File: config.mk
export PLATFORM = sky130hd
export DESIGN_NAME = text_loader_flat
export DESIGN_NICKNAME = d
export VERILOG_FILES = /design/src/rtl/text_loader_pkg.sv /design/src/rtl/text_loader_if.sv /design/src/rtl/text_loader.sv /design/src/flat_wrapper.sv
export SDC_FILE = /design/constraint.sdc
export NUM_CORES = 1
export LEC_CHECK = 0
export BUFFER_PORTS_ARGS = -buffer_cell sky130_fd_sc_hd__buf_4
export CAP_MARGIN = 20
export CORE_ASPECT_RATIO = 1.75
export CORE_MARGIN = 2
export CORE_UTILIZATION = 52
export DETAILED_ROUTE_END_ITERATION = 6
export PLACE_DENSITY = 0.73
export SYNTH_ARGS = -nofsm -noshare
export SYNTH_HDL_FRONTEND = slang
export SYNTH_SLANG_ARGS = --single-unit
File: constraint.sdc
create_clock -name clock -period 2.1 [get_ports clock]
set_clock_uncertainty 0.05 [all_clocks]
set_input_delay 0.315 -clock clock [delete_from_list [all_inputs] [get_ports clock]]
set_output_delay 0.315 -clock clock [all_outputs]
set_load 0.03 [all_outputs]
File: src/rtl/text_loader_pkg.sv
// Shared types and constants for the serial text-memory loader.
package text_loader_pkg;

  localparam int unsigned WORD_W = 32;
  localparam int unsigned BYTE_W = 8;
  localparam int unsigned BUF_W  = WORD_W - BYTE_W;
  localparam int unsigned LEN_W  = 16;

  // Frame byte order: length and data words are both little-endian
  localparam int unsigned LEN_LO_SHIFT = 0;
  localparam int unsigned LEN_HI_SHIFT = 8;

  typedef enum logic [2:0] {
    ST_LEN0,
    ST_LEN1,
    ST_DATA,
    ST_CSUM,
    ST_FLUSH,
    ST_DONE,
    ST_ERROR
  } state_e;

endpackage

File: src/rtl/text_loader_if.sv
// Byte-stream input and text-memory write port bundled for the loader.
interface text_loader_if
  import text_loader_pkg::*;
#(
  parameter int unsigned ADDR_WIDTH = 14
) ();

  logic [BYTE_W-1:0]     in_data;
  logic                  in_valid;
  logic                  in_ready;
  logic [ADDR_WIDTH-1:0] mem_address;
  logic [WORD_W-1:0]     mem_data;
  logic                  mem_write;

  modport master (
    output in_data, in_valid,
    input  in_ready, mem_address, mem_data, mem_write
  );

  modport slave (
    input  in_data, in_valid,
    output in_ready, mem_address, mem_data, mem_write
  );

endinterface

File: src/rtl/text_loader.sv
// Serial program loader: length-prefixed byte frame -> 32-bit text memory writes.
// Define TEXT_LOADER_CHECKSUM_EN to require a trailing mod-256 checksum byte.
module text_loader
  import text_loader_pkg::*;
#(
  parameter int unsigned ADDR_WIDTH = 14,
  parameter int unsigned BASE_ADDR  = 0
) (
  input  logic          clock,
  input  logic          reset_n,
  text_loader_if.slave  bus,
  output logic          cpu_hold,
  output logic          done,
  output logic          error
);

  localparam int unsigned DEPTH     = 1 << ADDR_WIDTH;
  localparam int unsigned MAX_WORDS = DEPTH - BASE_ADDR;
  localparam logic [ADDR_WIDTH-1:0] BASE = ADDR_WIDTH'(BASE_ADDR);

  state_e                  state_q, state_d;
  logic [1:0]              idx_q, idx_d;
  logic [LEN_W-1:0]        wcnt_q, wcnt_d;
  logic [ADDR_WIDTH-1:0]   addr_q, addr_d;
  logic [BYTE_W-1:0]       len_lo_q, len_lo_d;
  logic [BUF_W-1:0]        buf_q, buf_d;
  logic                    in_ready_q, in_ready_d;
  logic [ADDR_WIDTH-1:0]   mem_address_q, mem_address_d;
  logic [WORD_W-1:0]       mem_data_q, mem_data_d;
  logic                    mem_write_q, mem_write_d;
  logic                    cpu_hold_q, cpu_hold_d;
  logic                    done_q, done_d;
  logic                    error_q, error_d;
  logic                    accept;
  logic [LEN_W-1:0]        len_c;
`ifdef TEXT_LOADER_CHECKSUM_EN
  logic [BYTE_W-1:0]       sum_q, sum_d;
`endif

  assign accept = bus.in_valid && in_ready_q;
  assign len_c  = (LEN_W'(bus.in_data) << LEN_HI_SHIFT) | (LEN_W'(len_lo_q) << LEN_LO_SHIFT);

  // Next-state, datapath and registered-output decode
  always_comb begin
    state_d       = state_q;
    idx_d         = idx_q;
    wcnt_d        = wcnt_q;
    addr_d        = addr_q;
    len_lo_d      = len_lo_q;
    buf_d         = buf_q;
    mem_address_d = mem_address_q;
    mem_data_d    = mem_data_q;
    mem_write_d   = 1'b0;
`ifdef TEXT_LOADER_CHECKSUM_EN
    sum_d         = sum_q;
`endif

    unique case (state_q)
      ST_LEN0: if (accept) begin
        len_lo_d = bus.in_data;
        state_d  = ST_LEN1;
      end
      ST_LEN1: if (accept) begin
        if (len_c == '0 || 32'(len_c) > MAX_WORDS) begin
          state_d = ST_ERROR;
        end else begin
          state_d = ST_DATA;
          wcnt_d  = len_c;
          addr_d  = BASE;
          idx_d   = 2'd0;
`ifdef TEXT_LOADER_CHECKSUM_EN
          sum_d   = '0;
`endif
        end
      end
      ST_DATA: if (accept) begin
`ifdef TEXT_LOADER_CHECKSUM_EN
        sum_d = sum_q + bus.in_data;
`endif
        idx_d = idx_q + 2'd1;
        unique case (idx_q)
          2'd0: buf_d[7:0]   = bus.in_data;
          2'd1: buf_d[15:8]  = bus.in_data;
          2'd2: buf_d[23:16] = bus.in_data;
          default: begin
            mem_data_d    = {bus.in_data, buf_q};
            mem_address_d = addr_q;
            mem_write_d   = 1'b1;
            wcnt_d        = wcnt_q - LEN_W'(1);
            // Address stops on the last word so it never wraps past the top
            if (wcnt_q == LEN_W'(1)) begin
`ifdef TEXT_LOADER_CHECKSUM_EN
              state_d = ST_CSUM;
`else
              state_d = ST_FLUSH;
`endif
            end else begin
              addr_d = addr_q + ADDR_WIDTH'(1);
            end
          end
        endcase
      end
`ifdef TEXT_LOADER_CHECKSUM_EN
      ST_CSUM: if (accept) begin
        state_d = (bus.in_data == sum_q) ? ST_DONE : ST_ERROR;
      end
`endif
      ST_FLUSH: state_d = ST_DONE;
      ST_DONE:  state_d = ST_DONE;
      ST_ERROR: state_d = ST_ERROR;
      default:  state_d = ST_ERROR;
    endcase

    in_ready_d = (state_d == ST_LEN0) || (state_d == ST_LEN1) ||
                 (state_d == ST_DATA) || (state_d == ST_CSUM);
    done_d     = (state_d == ST_DONE);
    error_d    = (state_d == ST_ERROR);
    cpu_hold_d = (state_d != ST_DONE);
  end

  always_ff @(posedge clock or negedge reset_n) begin
    if (!reset_n) begin
      state_q       <= ST_LEN0;
      idx_q         <= '0;
      wcnt_q        <= '0;
      addr_q        <= BASE;
      len_lo_q      <= '0;
      buf_q         <= '0;
      in_ready_q    <= 1'b0;
      mem_address_q <= BASE;
      mem_data_q    <= '0;
      mem_write_q   <= 1'b0;
      cpu_hold_q    <= 1'b1;
      done_q        <= 1'b0;
      error_q       <= 1'b0;
    end else begin
      state_q       <= state_d;
      idx_q         <= idx_d;
      wcnt_q        <= wcnt_d;
      addr_q        <= addr_d;
      len_lo_q      <= len_lo_d;
      buf_q         <= buf_d;
      in_ready_q    <= in_ready_d;
      mem_address_q <= mem_address_d;
      mem_data_q    <= mem_data_d;
      mem_write_q   <= mem_write_d;
      cpu_hold_q    <= cpu_hold_d;
      done_q        <= done_d;
      error_q       <= error_d;
    end
  end

`ifdef TEXT_LOADER_CHECKSUM_EN
  always_ff @(posedge clock or negedge reset_n) begin
    if (!reset_n) sum_q <= '0;
    else          sum_q <= sum_d;
  end
`endif

  assign bus.in_ready    = in_ready_q;
  assign bus.mem_address = mem_address_q;
  assign bus.mem_data    = mem_data_q;
  assign bus.mem_write   = mem_write_q;
  assign cpu_hold        = cpu_hold_q;
  assign done            = done_q;
  assign error           = error_q;

endmodule

File: src/flat_wrapper.sv
// flat-port wrapper written by rule: the top's interface ports become plain ports
module text_loader_flat import text_loader_pkg::*;
#(
  parameter int unsigned ADDR_WIDTH = 14,
  parameter int unsigned BASE_ADDR  = 0
)
  (clock, reset_n, cpu_hold, done, error, bus_in_data, bus_in_valid, bus_in_ready, bus_mem_address, bus_mem_data, bus_mem_write);
  text_loader_if #(.ADDR_WIDTH(ADDR_WIDTH)) bus_i ();
  input  logic clock;
  input  logic reset_n;
  output logic cpu_hold;
  output logic done;
  output logic error;
  input wire logic [$bits(bus_i.in_data)-1:0] bus_in_data;
  input wire logic [$bits(bus_i.in_valid)-1:0] bus_in_valid;
  output wire logic [$bits(bus_i.in_ready)-1:0] bus_in_ready;
  output wire logic [$bits(bus_i.mem_address)-1:0] bus_mem_address;
  output wire logic [$bits(bus_i.mem_data)-1:0] bus_mem_data;
  output wire logic [$bits(bus_i.mem_write)-1:0] bus_mem_write;
  assign bus_i.in_data = bus_in_data;
  assign bus_i.in_valid = bus_in_valid;
  assign bus_in_ready = bus_i.in_ready;
  assign bus_mem_address = bus_i.mem_address;
  assign bus_mem_data = bus_i.mem_data;
  assign bus_mem_write = bus_i.mem_write;
  text_loader #(.ADDR_WIDTH(ADDR_WIDTH), .BASE_ADDR(BASE_ADDR)) u_core (.clock(clock), .reset_n(reset_n), .bus(bus_i), .cpu_hold(cpu_hold), .done(done), .error(error));
endmodule
Word-level counts from Yosys, hierarchy flattened
Index checks and enable logic that the tools add are counted.
{"block": "totals", "wordCells": 84, "register_bits": 118, "inputBits": 11, "output_inout_bits": 51}
{"block": "classes", "muxes": 25, "magnitude_cmp": 1, "n_eq_ne": 18, "bitwise_logic": 2, "add_sub_neg": 3, "reduce_logical": 20}
{"op": "2-to-1 mux 14 bit", "n": 5}
{"op": "2-to-1 mux 16 bit", "n": 4}
{"op": "case mux 16 bit (2 select lines)", "n": 1}
{"op": "case mux 14 bit (2 select lines)", "n": 1}
{"op": "2-to-1 mux 3 bit", "n": 6}
{"op": "equality test 16 x 1 -> 1 bit (second input constant)", "n": 1}
{"op": "greater-than comparator 16 x 15 -> 1 bit (second input constant)", "n": 1}
{"op": "logical NOT 16 bit", "n": 1}
{"op": "bitwise OR 16 x 8 -> 16 bit", "n": 1}
{"op": "subtractor 16 x 1 -> 16 bit (second input constant)", "n": 1}
{"op": "adder 14 x 1 -> 14 bit (second input constant)", "n": 1}
{"op": "equality test 3 bit (second input constant)", "n": 4}
{"op": "case mux 3 bit (4 select lines)", "n": 1}
{"op": "AND reduction 3 bit", "n": 4}
{"op": "equality test 3 x 2 -> 1 bit (second input constant)", "n": 3}
{"op": "equality test 3 x 1 -> 1 bit (second input constant)", "n": 2}
{"op": "logical NOT 3 bit", "n": 2}
{"op": "2-to-1 mux 2 bit", "n": 3}
{"op": "inequality test 2 bit (second input constant)", "n": 3}
{"op": "AND reduction 6 bit", "n": 1}
{"op": "AND reduction 5 bit", "n": 1}
{"op": "logical OR 1 bit", "n": 4}
{"op": "inequality test 2 x 1 -> 1 bit (second input constant)", "n": 2}
{"op": "case mux 2 bit (2 select lines)", "n": 1}
{"op": "13 further kinds", "n": 15}

Depth between registers and ports, before layout
Gate-level depths: netlist of the first run.
{"block": "depth", "word_depth": 10, "depth_mapped": 10, "ltp_nobuf": 7}

Least setup slack after synthesis of the first run
No wires, ideal clock.
{"block": "synth_path", "kind": "register -> register", "startpoint": "register u_core.wcnt_q[3]", "endpoint": "register u_core.addr_q[8]", "synth_period_minus_slack_ns": 2.245, "slack_ns": -0.145, "t_arrival_ns": 2.077, "t_required_ns": 1.931, "stages_incl_launch_ff": 9, "path_cell_list": "dfrtp_1 -> or3_1 -> buf_2 -> or4_4 -> buf_6 -> o21ai_4 -> buf_6 -> nor4_1 -> o21a_1"}
{"block": "synth_via", "elab_chain_len": 3}
{"item": "start, declared", "line_no": "text_loader.sv:23", "rtl": "logic [LEN_W-1:0] wcnt_q, wcnt_d;"}
{"item": "start signal, assigned", "line_no": "text_loader.sv:139", "rtl": "wcnt_q <= wcnt_d;"}
{"item": "equality test 16 x 1 -> 1 bit", "line_no": "text_loader.sv:91", "rtl": "if (wcnt_q == LEN_W'(1)) begin"}
{"item": "inequality test 2 bit (no line)"}
{"item": "AND reduction 6 bit (no line)"}
{"item": "end signal, assigned", "line_no": "text_loader.sv:140", "rtl": "addr_q <= addr_d;"}
{"item": "end, declared", "line_no": "text_loader.sv:24", "rtl": "logic [ADDR_WIDTH-1:0] addr_q, addr_d;"}
No other way between the ends.
A chain may end at the register's enable or synchronous reset.

Final worst setup path of the first run
{"block": "layout_path", "startpoint": "register u_core.wcnt_q[10]", "endpoint": "register u_core.addr_q[8]"}
The elaborated chain is that of the path after synthesis.

==> results of run 1 <==
==> where the power goes <==
part | leakage, nW | switching, W | internal, W | total [W]
Sequential | 1.58 | 0.000134 | 0.00246 | 0.00259
Combinational | 1.62 | 0.000520 | 0.000425 | 0.000945
Clock | 0.276 | 0.00101 | 0.00172 | 0.00273
Total | 3.47 | 0.00166 | 0.00460 | 0.00626
==> cells in the mapped netlist, types with 2 or more instances <==
master / instances / area, µm²
or4_1: 4 / 30.0
nor3_1: 21 / 105
dfrtp_1: 117 / 2930
mux2_2: 33 / 372
o21a_1: 3 / 22.5
a21oi_1: 11 / 55.1
a211oi_1: 4 / 30.0
mux2i_1: 2 / 20.0
buf_6: 2 / 22.5
xnor2_1: 3 / 26.3
or3_1: 8 / 50.1
a31oi_1: 4 / 25.0
nand3_1: 14 / 70.1
a311oi_1: 2 / 17.5
nand4_1: 4 / 25.0
o211ai_1: 2 / 15.0
nand2_2: 2 / 12.5
nor4_1: 8 / 50.1
xor2_1: 2 / 17.5
o22ai_1: 4 / 25.0
a22oi_1: 2 / 15.0
and3_1: 2 / 12.5
ha_1: 7 / 87.6
o22a_1: 2 / 17.5
nand2_1: 159 / 597
buf_1: 3 / 11.3
nor2_1: 15 / 56.3
o21ai_0: 18 / 90.1
clkbuf_1: 16 / 60.1
inv_1: 11 / 41.3
a2bb2oi_1: 5 / 43.8
nand2b_1: 2 / 12.5
buf_2: 4 / 20.0
o31ai_1: 5 / 37.5
==> layer usage <==
layer  GRT usage, %  vias to the layer above  wire length, µm
met2           44.1                      139             6800
met1           29.7                     2137             4970
met4           12.3                        0              521
met5              0                        -                0
met3           5.87                       34              611
li1               -                     2044                -
==> cells in the final DEF, fill, tap and decap left out, types with 7 or more instances in the layout <==
| master | n |
|---|---|
| mux2_2 | 33 |
| ha_1 | 7 |
| nor2_1 | 14 |
| nand3_1 | 14 |
| clkbuf_16 | 17 |
| o21ai_0 | 12 |
| nand2_1 | 159 |
| inv_1 | 11 |
| buf_4 | 115 |
| or3_1 | 7 |
| a21oi_1 | 10 |
| nor3_1 | 19 |
| dfrtp_1 | 117 |
==> final timing paths <==
path / startpoint / endpoint / slack (ns)
max reg2reg: u_core.wcnt_q[10] / u_core.addr_q[8] / -0.04
max: u_core.wcnt_q[10] / u_core.addr_q[8] / -0.04
max in group asynchronous: reset_n / u_core.cpu_hold / 1.06
min reg2reg: u_core.buf_q[3] / u_core.bus.mem_data[3] / 0.42
min: bus_in_data[7] / u_core.bus.mem_data[31] / 0.17
min in group asynchronous: reset_n / u_core.bus.mem_data[13] / 0.29
==> kinds of logic after synthesis <==
family / share of synthesized area, %
fa+ha+maj: 1.67
buf+inv: 3.02
xor+xnor: 0.833
flops: 56.2
simple gates: 21.4
compound gates: 9.47
mux: 7.45
==> state kept, by name, summed over array words and instances, names as in the netlist <==
name                    flops
u_core.bus.mem_data        32
u_core.buf_q               24
u_core.wcnt_q              16
u_core.addr_q              14
u_core.bus.mem_address     14
u_core.len_lo_q             8
u_core.state_q              3
u_core.idx_q                2
u_core.bus.in_ready         1
u_core.bus.mem_write        1
u_core.cpu_hold             1
u_core.done                 1
u_core.error                1
==> area by class of cell <==
class                   instances  area [µm²]  share of cell area, %
clock buffers                  21         470                   6.81
clock inverters                11        98.8                   1.43
inverters                      12        45.0                  0.652
multi-input cells             369        2240                   32.5
flip-flops and latches        118        2950                   42.7
well taps                     125         156                   2.26
repair buffers                120         945                   13.7
==> per-stage QoR <==
stage | hold WS, ns | total power, W | setup slack, ns | instance area, µm²
detailed placement | 0.183 | 0.00352 | -0.128 | 6220
finish | 0.172 | 0.00626 | -0.0404 | 6910
global route | 0.177 | 0.00652 | -0.119 | 6910
CTS | 0.157 | 0.00628 | -0.0417 | 6840
global placement | 0.169 | 0.00349 | -0.102 | 6220
floorplan | -0.0306 | 0.00308 | -0.117 | 5270
==> critical path, cell delays in order, from the launching register on <==
cell and delay (ns):
dfrtp_1 0.39, or4_4 0.53, or4_4 0.52, o21ai_4 0.18, buf_12 0.15, nor4_2 0.05, o21a_1 0.16
==> what timing repair did <==
item,CTS,global route
hold endpoints to repair,19,0
setup buffers,1,1
gates resized for setup,8,18
gates cloned,0,0
pin swaps,0,18
hold buffers,1,0
setup endpoints to repair,16,30
==> run metrics, run 1 <==
Starting Density=53.4%; layout cell share with drive strength beyond 1=32.4%; post-route insts no fill=776; placed insts=741; Setup CP Type=reg -> reg; CTS clk-pin slew, worst paths=0.05 ns; Hold Vio Cnt, Final=0; Initial DRC Count=280; endpoint class of the critical path=flip-flop; clk root buf=clkbuf_16; kind of start point of the critical path=flip-flop; WL final=12900 µm; IO Port Bufs=61; filler cell count=741; clock sinks=118; fmax=467 MHz; CTS buffer count=17; die area=0.0110 mm²; worst setup margin=-0.0404 ns; GRT overflow=0; Final Setup Violations=13; CP max FO=15; Nets=656; area grow syn2layout=31.5%; FF-to-FF path depth=6; CTS Buffer Depth=2; DR pass1 iterations=5; crit path DAT=2.39 ns; DIE WIDTH=80 µm; CTS tree=built; Max Cap Viol=0; dpl hpwl=8830 µm; Yosys reg bits=118; Slew HR=67.7%; syn_nets=542; routability cong.=0.866; Crit path required time=2.35 ns; CTS HTree Levels=4; Avg WL per Cell=16.6 µm; hold depth=3; Syn. warnings=0; Antenna Nets Post-Route=0; largest net degree at the start of global routing=55; min cycle time layout=2.14 ns; row cnt=48; setup TNS=-0.185 ns; ys async rst share=100%; dominant synthesized flop cell=dfrtp_1; synth unique cells=57; Total GRT Usage=25.6%; Tcrit/Tclk final=102%; vias per cell=5.61; first-pass GRT wire length=21400 µm; Util after Layout=70.2%; unrepaired setup endpoints after global routing=true; Seq/Total Area, Yosys=56.2%; die height=137 µm; Avg Cell Area, Syn=10.0 µm²; Ant. Diodes=0; worst skew pair latency=0.41 ns; leakage=3.47 nW; vias in the first global route=4475; hold crit path type=in -> reg; Vias=4354; EDFF count, synth=0; failing checks=setup timing; Top Ports=62; cells after synthesis=524; initial antenna violation count=0; PwrDens=906 mW/mm²; Mapped Area=0.00526 mm²; worst-margin pin slew=0.484 ns; status=finished, violations left; Max Slew Vio Count=0; Remaining DRCs=0; worst vdd ir=0.700 mV; CORE AREA=0.00985 mm²
Note: power is estimated with default switching activity, not from simulation.
==> run 2, diff against run 1 <==
Settings changed: CORE_MARGIN 2 to 8, CORE_UTILIZATION 52 to 41, PLACE_DENSITY 0.73 to 0.6.
==> run metrics, run 2 (synthesis gave the netlist of run 1 again) <==
fmax=467 MHz; dpl hpwl=10100 µm; internal power=0.00457 W; endpoint class of the critical path=flip-flop; Tcrit/Tclk final=102%; Remaining DRCs=0; kind of start point of the critical path=flip-flop; CTS buffer count=17; worst-margin pin slew=0.530 ns; Largest register FFs=32; most common cell after layout, fill and taps aside=nand2_1; PwrDens=905 mW/mm²; Antenna Nets Post-Route=0; Starting Density=41.3%; die area=0.0168 mm²; CTS HTree Levels=4; Max Slew Vio Count=0; unrepaired setup endpoints after global routing=true; die height=166 µm; CP max FO=15; IO Port Bufs=61; Switching Power=0.00175 W; layout cell share with drive strength beyond 1=31.6%; row cnt=55; worst vdd ir=0.572 mV; vias in the first global route=4503; DP Worst Slack=-0.186 ns; most frequent cells in the layout=159 x nand2_1, 117 x dfrtp_1, 113 x buf_4; CTS tree=built; GRT overflow=0; Avg WL per Cell=17.6 µm; Max Cap Viol=0; area grow syn2layout=32.9%; clk root buf=clkbuf_16; Ant. Diodes=0; switching share of power=27.7%; clock sinks=118; Vias=4291; initial antenna violation count=0; status=finished, violations left; setup TNS=-0.130 ns; Util after Layout=54.9%; placed cell area=0.00630 mm²; failing checks=setup timing; hold crit path type=in -> reg; Initial DRC Count=191; Combinational Power Share=15.8%; vias per cell=5.22; leakage=3.48 nW; Slew HR=64.7%; filler cell count=1144; crit path DAT=2.39 ns; sequential power share=40.9%; routability cong.=0.880; Hold Vio Cnt, Final=0; DIE WIDTH=102 µm; WL final=14400 µm; CORE AREA=0.0127 mm²; DR pass1 iterations=4; Crit path required time=2.34 ns; clock power share=43.3%; Design Power=0.00632 W; post-layout instance area=0.00699 mm²; Reg2Reg Setup Slack=-0.04 ns; CTS Buffer Depth=2; min cycle time layout=2.14 ns; Top Ports=62; Total GRT Usage=18.1%; Final Setup Violations=7; Nets=656; Setup CP Type=reg -> reg; worst setup margin=-0.0431 ns; worst skew pair latency=0.41 ns; CTS clk-pin slew, worst paths=0.05 ns; largest net degree at the start of global routing=50; first-pass GRT wire length=23400 µm
run 2: final timing paths:
| check | cells past startpoint | endpoint | startpoint |
|---|---|---|---|
| worst max-delay path | 6 | u_core.addr_q[8] | u_core.wcnt_q[11] |
| worst min register to register | 2 | u_core.bus.mem_data[2] | u_core.buf_q[2] |
| worst min-delay path | 3 | u_core.bus.mem_data[31] | bus_in_data[7] |
| worst max register to register | 6 | u_core.addr_q[8] | u_core.wcnt_q[11] |
| min in group asynchronous | 2 | u_core.bus.mem_data[4] | reset_n |
| max in group asynchronous | 3 | u_core.addr_q[8] | reset_n |
run 2: per-layer routing:
metal	share of wire [%]	GRT usage [%]	vias to the layer above
met3	4.3	3.86	27
li1	-	-	2042
met4	3.7	9.98	0
met2	53	31.4	102
met5	0	0	-
met1	38	19.5	2120
run 2: layout make-up:
class,instances,area (µm²),share of cell area (%)
Tap cell,171,214,3.06
Clock buffer,19,443,6.34
Inverter,12,45.0,0.645
Multi-Input combinational cell,369,2230,31.9
Sequential cell,118,2950,42.3
Clock inverter,13,124,1.77
Timing Repair Buffer,120,982,14.1
run 2: critical path, cell delays in order, from the launching register on:
cell	delay, ns
dfrtp_1	0.37
or4_4	0.54
or4_4	0.53
o21ai_4	0.18
buf_12	0.15
nor4_2	0.05
o21a_1	0.16
run 2: power groups by stage:
stage | clock (W) | combinational, W | sequential, W
CTS | 0.00279 | 0.000998 | 0.00258
global route | 0.00289 | 0.00109 | 0.00261
detailed placement | 0 | 0.000981 | 0.00261
floorplan | 0 | 0.000393 | 0.00269
finish | 0.00274 | 0.00100 | 0.00259
global placement | 0 | 0.000967 | 0.00260
run 2: repair_timing:
item / in CTS / in global routing
setup buffers: 0 / 0
endpoints found under the setup margin: 32 / 28
pin swaps: 2 / 5
cloned: 0 / 1
hold buffers: 1 / 0
hold endpoints to repair: 34 / 0
gates resized for setup: 9 / 15
run 2: per-stage QoR:
| step | std cells | hold WS, ns |
|---|---|---|
| after floorplan | 524 | -0.0306 |
| after global placement | 788 | 0.270 |
| after detailed placement | 788 | 0.279 |
| after CTS | 821 | 0.145 |
| after global routing | 822 | 0.149 |
| final | 822 | 0.158 |
==> run 3, diff against run 2 <==
Settings changed: BUFFER_PORTS_ARGS -buffer_cell sky130_fd_sc_hd__buf_4 to -buffer_cell sky130_fd_sc_hd__buf_2, PLACE_DENSITY 0.6 to 0.58.
Clock period 2.1 ns to 2.2 ns, I/O delays scaled along.
==> run metrics, run 3 (synthesis gave the netlist of run 1 again) <==
Max Slew Vio Count=0; CTS HTree Levels=4; Initial DRC Count=305; first-pass GRT wire length=22900 µm; status=complete, no violations; min cycle time layout=2.19 ns; Antenna Nets Post-Route=0; Total GRT Usage=17.6%; dpl hpwl=9940 µm; vias per cell=5.33; Nets=644; Tcrit/Tclk final=99.5%; hold slack=0.201 ns; worst setup margin=0.0105 ns; setup TNS=0 ns; Hold Vio Cnt, Final=0; switching share of power=26.9%; Ant. Diodes=0; Switching Power=0.00165 W; endpoint class of the critical path=flip-flop; CTS clk-pin slew, worst paths=0.05 ns; Combinational Power Share=14.1%; IO Port Bufs=61; Reg2Reg Setup Slack=0.01 ns; placed insts=776; placed cell area=0.00603 mm²; Avg WL per Cell=17.2 µm; Top Ports=62; Crit path required time=2.45 ns; area grow syn2layout=27.7%; CTS tree=built; CP max FO=10; DR pass1 iterations=5; FF-to-FF Start=u_core.wcnt_q[11]; clock power share=45.7%; Final Setup Violations=0; DIE WIDTH=102 µm; clk root buf=clkbuf_16; fmax=457 MHz; WL final=13900 µm; initial antenna violation count=0; largest net degree at the start of global routing=49; hold depth=3; sequential power share=40.1%; worst-margin pin slew=0.633 ns; reg-to-reg endpoint=u_core.addr_q[8]; most common cell after layout, fill and taps aside=nand2_1; Remaining DRCs=0; Largest register FFs=32; DP Worst Slack=0.0226 ns; GRT overflow=0; post-route insts no fill=809; CORE AREA=0.0127 mm²; kind of start point of the critical path=flip-flop; PwrDens=916 mW/mm²; worst vdd ir=0.509 mV; FF-to-FF path depth=6; Hold EP=u_core.bus.mem_data[31]; Setup CP Type=reg -> reg; routability cong.=0.871; hold crit path type=in -> reg; CTS Buffer Depth=2; internal power=0.00450 W; Max Cap Viol=0; Starting Density=41.3%; post-layout instance area=0.00671 mm²; Vias=4314; leakage=3.42 nW; die height=166 µm; layout cell share with drive strength beyond 1=29.8%; CTS buffer count=17; Hold Path Origin=bus_in_data[7]; worst skew pair latency=0.42 ns; crit path DAT=2.44 ns; row cnt=55; clock sinks=118; die area=0.0168 mm²; unrepaired setup endpoints after global routing=true; most frequent cells in the layout=159 x nand2_1, 117 x dfrtp_1, 60 x buf_2; vias in the first global route=4317; Slew HR=57.8%
[run 3: cell types whose count changed in the layout (fill, tap and decap cells not counted), moves of 2 or more]
cell        previous run  this run
buf_4                113        43
nor3_1                19        21
o21ai_0               11        16
o21ai_1                7         2
buf_2                  0        60
clkinv_4               2         4
clkinvlp_4             5         2
bufinv_16              1         3
nor3_2                 2         0
[run 3: worst max-delay path, stage by stage, from the launching register on]
cell and delay, ns:
dfrtp_1 0.38, or4_4 0.54, or4_4 0.53, o21ai_4 0.22
buf_12 0.14, nor4_2 0.04, o21a_1 0.17
[run 3: area by class of cell]
class | count | area [µm²]
Clock buffer | 17 | 425
Clock inverter | 14 | 176
Fill cell | 1172 | 6020
Inverter | 12 | 45.0
Multi-Input combinational cell | 369 | 2200
Sequential cell | 118 | 2950
Tap cell | 171 | 214
Timing Repair Buffer | 108 | 696
[run 3: stage by stage]
stage / utilization (%) / total power (W)
2_1_floorplan: - / 0.00294
3_3_place_gp: 47.4 / 0.00332
3_5_place_dp: 47.4 / 0.00334
4_1_cts: 52.2 / 0.00618
5_1_grt: 52.7 / 0.00640
6_report: 52.7 / 0.00615
[run 3: worst max path at each step]
stage,depth (start not counted),endpoint,slack (ns),startpoint
global route,6,u_core.wcnt_q[11],-0.04,u_core.bus.in_ready
detailed placement,7,u_core.wcnt_q[11],0.02,bus_in_data[1]
CTS,5,u_core.addr_q[7],0.03,u_core.wcnt_q[11]
floorplan,8,u_core.addr_q[8],-0.02,u_core.wcnt_q[2]
global placement,6,u_core.addr_q[8],0.08,u_core.wcnt_q[4]
finish,6,u_core.addr_q[8],0.01,u_core.wcnt_q[11]
[run 3: repair_timing]
action	CTS	global route
hold endpoints to repair	43	0
setup endpoints to repair	0	18
gates resized for setup	0	13
hold buffers	1	0
setup buffers	0	1
[run 3: routing by layer]
metal	vias to the layer above	global-route usage [%]	part of all wire (%)	routed length (µm)
met3	34	3.90	4.4	615
li1	2020	-	-	-
met1	2138	19.5	40	5570
met5	-	0	0	0
met4	0	9.33	3.0	418
met2	122	30.1	53	7340
[run 3: power by group through the flow]
| stage | sequential [W] | combinational (W) | clock (W) |
|---|---|---|---|
| 6_report | 0.00247 | 0.000869 | 0.00281 |
| 5_1_grt | 0.00249 | 0.000951 | 0.00296 |
| 4_1_cts | 0.00246 | 0.000850 | 0.00287 |
| 3_5_place_dp | 0.00250 | 0.000845 | 0 |
| 3_3_place_gp | 0.00249 | 0.000831 | 0 |
| 2_1_floorplan | 0.00256 | 0.000375 | 0 |
